===== src/rtl/conv3x3_engine.sv =====
// conv3x3_engine: 3x3 valid-mode convolution over an image held in a
// sync-read memory. It loads 9 signed weights, then for each window it
// issues 9 pixel reads, accumulates, clamps and writes one byte to the
// result memory chosen by the start channel. It ends with a done pulse.
module conv3x3_engine #(
  parameter int IMG_W = 28,
  parameter int IMG_H = 28,
  parameter int SHIFT = 4,
  parameter int ACC_W = 20
) (
  input  logic        clk,
  input  logic        reset,
  input  logic [2:0]  conv_en,
  output logic        conv_done,
  output logic        busy,
  output logic [15:0] img_addr,
  output logic        img_rd,
  input  logic [7:0]  img_data,
  output logic [3:0]  wgt_addr,
  output logic        wgt_rd,
  input  logic [7:0]  wgt_data,
  output logic [15:0] res_addr,
  output logic [7:0]  res_data,
  output logic [2:0]  res_we
);

  typedef enum logic [2:0] {S_IDLE, S_LOADW, S_MAC, S_WRITE, S_DONE} state_t;

  localparam logic signed [ACC_W-1:0] CLAMP_MAX = ACC_W'(255);

  state_t                   r_state, w_next;
  logic [3:0]               r_cnt;
  logic [15:0]              r_row, r_col;
  logic signed [ACC_W-1:0]  r_acc;
  logic signed [7:0]        r_w [0:8];
  logic [2:0]               r_ch;
  logic                     r_en_prev;
  logic [15:0]              r_img_addr_q;
  logic [3:0]               r_wgt_addr_q;

  logic                     w_start, w_last, w_cnt_end;
  logic [1:0]               w_roff, w_coff;
  logic [15:0]              w_img_addr;
  logic [3:0]               w_kidx;
  logic signed [8:0]        w_pix;
  logic signed [16:0]       w_prod;
  logic signed [ACC_W-1:0]  w_sh;
  logic [7:0]               w_clamped;

  assign w_start   = (r_state == S_IDLE) && (|conv_en) && !r_en_prev;
  assign w_last    = (r_row == 16'(IMG_H - 3)) && (r_col == 16'(IMG_W - 3));
  assign w_cnt_end = (r_cnt == 4'd9);

  // Tap k -> (row, col) offset inside the 3x3 window, row-major
  always_comb begin
    w_roff = 2'd0;
    w_coff = 2'd0;
    case (r_cnt)
      4'd1: w_coff = 2'd1;
      4'd2: w_coff = 2'd2;
      4'd3: w_roff = 2'd1;
      4'd4: begin w_roff = 2'd1; w_coff = 2'd1; end
      4'd5: begin w_roff = 2'd1; w_coff = 2'd2; end
      4'd6: w_roff = 2'd2;
      4'd7: begin w_roff = 2'd2; w_coff = 2'd1; end
      4'd8: begin w_roff = 2'd2; w_coff = 2'd2; end
      default: ;
    endcase
  end

  assign w_img_addr = 16'((32'(r_row) + 32'(w_roff)) * IMG_W + 32'(r_col) + 32'(w_coff));

  // Data returned on MAC cycle k belongs to tap k-1
  assign w_kidx = (r_cnt == 4'd0) ? 4'd0 : r_cnt - 4'd1;
  assign w_pix  = $signed({1'b0, img_data});
  assign w_prod = w_pix * r_w[w_kidx];

  // ReLU plus saturation to a byte after the arithmetic shift
  assign w_sh = r_acc >>> SHIFT;
  always_comb begin
    if (w_sh[ACC_W-1])          w_clamped = 8'd0;
    else if (w_sh > CLAMP_MAX)  w_clamped = 8'hFF;
    else                        w_clamped = w_sh[7:0];
  end

  // Strobes decode from state; addresses hold their last issued value
  assign busy      = (r_state != S_IDLE);
  assign conv_done = (r_state == S_DONE);
  assign wgt_rd    = (r_state == S_LOADW) && (r_cnt < 4'd9);
  assign wgt_addr  = wgt_rd ? r_cnt : r_wgt_addr_q;
  assign img_rd    = (r_state == S_MAC) && (r_cnt < 4'd9);
  assign img_addr  = img_rd ? w_img_addr : r_img_addr_q;
  assign res_we    = (r_state == S_WRITE) ? r_ch : 3'd0;
  assign res_addr  = (r_state == S_WRITE) ? 16'(32'(r_row) * (IMG_W - 2) + 32'(r_col)) : 16'd0;
  assign res_data  = (r_state == S_WRITE) ? w_clamped : 8'd0;

  // State register
  always_ff @(posedge clk or negedge reset) begin
    if (!reset) r_state <= S_IDLE;
    else        r_state <= w_next;
  end

  // Next-state logic
  always_comb begin
    w_next = r_state;
    case (r_state)
      S_IDLE:  if (w_start)   w_next = S_LOADW;
      S_LOADW: if (w_cnt_end) w_next = S_MAC;
      S_MAC:   if (w_cnt_end) w_next = S_WRITE;
      S_WRITE: w_next = w_last ? S_DONE : S_MAC;
      S_DONE:  w_next = S_IDLE;
      default: w_next = S_IDLE;
    endcase
  end

  // Datapath: counters, weight capture, accumulation, window stepping.
  // r_en_prev resets high so a level already present at release is not a start.
  always_ff @(posedge clk or negedge reset) begin
    if (!reset) begin
      r_cnt        <= 4'd0;
      r_row        <= 16'd0;
      r_col        <= 16'd0;
      r_acc        <= '0;
      r_ch         <= 3'd0;
      r_en_prev    <= 1'b1;
      r_img_addr_q <= 16'd0;
      r_wgt_addr_q <= 4'd0;
      for (int i = 0; i < 9; i++) r_w[i] <= 8'sd0;
    end else begin
      r_en_prev <= |conv_en;
      case (r_state)
        S_IDLE: if (w_start) begin
          r_ch  <= conv_en[0] ? 3'b001 : (conv_en[1] ? 3'b010 : 3'b100);
          r_row <= 16'd0;
          r_col <= 16'd0;
          r_cnt <= 4'd0;
        end
        S_LOADW: begin
          if (wgt_rd)           r_wgt_addr_q <= r_cnt;
          if (r_cnt != 4'd0)    r_w[w_kidx]  <= $signed(wgt_data);
          r_cnt <= w_cnt_end ? 4'd0 : r_cnt + 4'd1;
        end
        S_MAC: begin
          if (img_rd)           r_img_addr_q <= w_img_addr;
          if (r_cnt == 4'd0)    r_acc <= '0;
          else                  r_acc <= r_acc + ACC_W'(w_prod);
          r_cnt <= w_cnt_end ? 4'd0 : r_cnt + 4'd1;
        end
        S_WRITE: begin
          r_cnt <= 4'd0;
          if (!w_last) begin
            if (r_col == 16'(IMG_W - 3)) begin
              r_col <= 16'd0;
              r_row <= r_row + 16'd1;
            end else begin
              r_col <= r_col + 16'd1;
            end
          end
        end
        default: ;
      endcase
    end
  end

endmodule


===== config.mk =====
export PLATFORM = sky130hd
export DESIGN_NAME = conv3x3_engine
export DESIGN_NICKNAME = d
export VERILOG_FILES = /design/src/rtl/conv3x3_engine.sv
export SDC_FILE = /design/constraint.sdc
export NUM_CORES = 1
export LEC_CHECK = 0
export BUFFER_PORTS_ARGS = -buffer_cell sky130_fd_sc_hd__buf_2
export CAP_MARGIN = 20
export CORE_MARGIN = 1.5
export CORE_UTILIZATION = 63
export DETAILED_ROUTE_END_ITERATION = 8
export HOLD_SLACK_MARGIN = 0.1
export PLACE_DENSITY = 0.92
export SLEW_MARGIN = 25
export SYNTH_ARGS = -nofsm -noshare
export SYNTH_HDL_FRONTEND = slang
export SYNTH_SLANG_ARGS = --single-unit
export TNS_END_PERCENT = 30

===== constraint.sdc =====
create_clock -name clk -period 7 [get_ports clk]
set_input_delay 1.05 -clock clk [delete_from_list [all_inputs] [get_ports clk]]
set_output_delay 1.05 -clock clk [all_outputs]
set_load 0.02 [all_outputs]

==> impl_results.md <==
- Status: finished with violations
- Failing checks: design-rule violations
- RSZ-0062 raised after global routing: true
- Mapped Nets: 1664
- Largest stage delay on the critical path: 0.43 ns
- EDFF count, synth: 0
- Ranking of synthesized cells by area: dfrtp_1 (29%), ha_1 (13%), fa_1 (11%)
- Gpl congestion: 0.928
- Crit path max-delay family: compound AO/OA/AOI/OAI gates
- Most frequent cell after synthesis: inv_1
- Design area: 15100 um2
- Main synth FF type: dfrtp_1
- Clock transition at path regs: 0.07 ns
- CP arrival: 5.93 ns
- Final period utilization: 99.8%
- Total CTS buffers: 17
- Grt total ovfl: 0
- Pin count of the biggest net entering global routing: 85
- Final Util: 71.9%
- Sinks on Clock Net: 155
- Worst clock skew: roughly 0.013 ns
- Cells after Synth: 1428
- Starting Density: around 64%
- Slew HR: around a third
- Worst setup SP type: register
- Vias/cell: a little over 6
- Final worst path period need: 6.98 ns
- Critical path type: reg -> out
- GR Util All Layers: between 30% and 40%
- Final WL: 35.3 mm
- Top cell by count, worst path: ha_1
- # port buffers: 71
- Ys Warns: 0
- Post-synth top area cell: dfrtp_1
- Initial antenna violation count: 1
- First-pass GRT wire length: 56.7 mm
- Ports: 72
- Die Span Y: 149 um
- Nets: 1758
- Worst hold slack: 0.473 ns
- H-tree depth: 4
- Fin. Hold Viols: 0
- Share of cells above drive strength 1: 17.3%
- Max-slew violations: 0
- Dpl cell area: between 10000 and 15000 um2
- First-pass iteration count of the detailed router: 9
- Max-cap violation count: 0
- DP Wirelength: about 25 mm
- Area Growth Syn to Fin: 12.2%
- Core area: ~21000 um2
- Average size of a mapped cell: 9.43 um2
- Via count: 11.3k
- Post-CTS Hold Buffers: 0
- Die W: 149 um
- Async SR Flop Fraction: 100%
- Worst endpoint required time: 5.95 ns
- Number of global-route vias before repair: 11.4k
- Wire length per cell: slightly below 20 um
- Drc violations: 4
- Area of the mapped netlist: 13500 um2
- Cell variety after synth: 68
- Worst slew pin tran: 0.984 ns
- Worst Hold Class: reg -> reg
- ANT nets after route: 0
- Critical path capture point type: primary output
- Row count: 53
- CTS tree: done
- Post-synth top area share: 28.6%
- Flops & latches, synth: between 150 and 200
- Clock latency at the later pin of the worst-skew pair: 0.45 ns
- Setup violations, final: 0
- Register area share after synthesis: between 20 and 30%
- Most frequent cells after synthesis: inv_1 (175), dfrtp_1 (154), ha_1 (143)
- Crit path buf inv count: 3
- Slowest CP cell: dfrtp_1
- Max Root-Sink Buffers: 2
- CP Max Fanout: 5
- Fmax: 0.143 GHz
- CTS Root Cell: clkbuf_16
- Initial DRC Count: 1015
- Die ar.: between 20000 and 25000 um2
==> layout by cell type (no fill, tap or decap), drive strengths merged, types with 17 or more instances in the layout <==
| master | instances |
|---|---|
| inv | 182 |
| dfrtp | 154 |
| ha | 143 |
| nand2 | 119 |
| buf | 108 |
| o21ai | 98 |
| nor2 | 94 |
| mux2 | 79 |
| fa | 72 |
| xnor2 | 64 |
| a21oi | 46 |
| and2 | 43 |
| xor2 | 40 |
| a21o | 28 |
| nor3 | 25 |
| nand3 | 24 |
| mux2i | 17 |
| clkbuf | 17 |
==> tightest hold or removal path: stages (launching register included) <==
cell     delay (ns)
dfrtp_1        0.33
nand2_1        0.05
o21ai_0        0.06
==> repair_timing <==
action                     in CTS  in global routing
setup endpoints to repair       3                  8
pin swaps                       3                 13
buffers inserted                3                  6
gates resized for setup        18                 23
==> registers in the layout, summed over array words and instances, names as in the netlist <==
| register | flops |
|---|---|
| r_acc | 20 |
| r_cnt | 4 |
| r_en_prev | 1 |
| r_img_addr_q | 16 |
| r_col | 16 |
| r_state | 3 |
| r_row | 16 |
| r_wgt_addr_q | 4 |
| r_ch | 3 |
| r_w | 72 |
==> per-layer routing <==
metal,vias up,GRT usage [%],wire length (um)
li1,5074,-,-
met1,5474,42.4,14400
met2,584,52.6,16800
met3,145,5.60,2720
met4,0,15.5,1490
met5,-,0,0
==> cell type report <==
| type | instances | area (um2) |
|---|---|---|
| diodes | 1 | 2.50 |
| flip-flops and latches | 155 | 3880 |
| inverters | 175 | 657 |
| repair buffers | 108 | 652 |
| clock inverters | 15 | 186 |
| fillers | 1389 | 5910 |
| clock buffers | 17 | 425 |
| multi-input cells | 1065 | 8960 |
| well taps | 275 | 344 |
==> metrics by stage <==
step	TNS, ns	setup slack, ns	instances
3_3_place_gp	0	0.438	1767
4_1_cts	0	0.00542	1802
6_report	0	0.0155	1811
3_5_place_dp	0	0.111	1767
5_1_grt	-0.160	-0.160	1810
2_1_floorplan	0	0.325	1428
==> path summary, 6_finish.rpt <==
check                                      from               to  slack [ns]  depth (start not counted)
worst max-delay path                   r_cnt[3]     img_addr[15]        0.02                         27
max in group asynchronous                 reset        r_en_prev        5.13                          3
worst min-delay path            r_img_addr_q[7]  r_img_addr_q[7]        0.47                          2
min in group asynchronous                 reset         r_acc[6]        0.63                          1
worst min register to register  r_img_addr_q[7]  r_img_addr_q[7]        0.47                          2
worst max register to register         r_cnt[1]        r_acc[19]        0.25                         23
==> kinds of logic (layout without fill, tap and decap cells) <==
family	Yosys count	count (layout)	synth area share [%]
adders and majority gates	215	215	24.0
other	0	1	0
xor gates and xnor gates	104	104	6.76
buffers and inverters	208	315	5.92
muxes	96	96	7.87
AOI/OAI and AO/OA	273	273	13.1
DFF	155	155	28.8
and+or+nand+nor	377	377	13.5
Power is not shown: default switching activity piles up to over one toggle a cycle in this logic, so the estimate is an artifact.
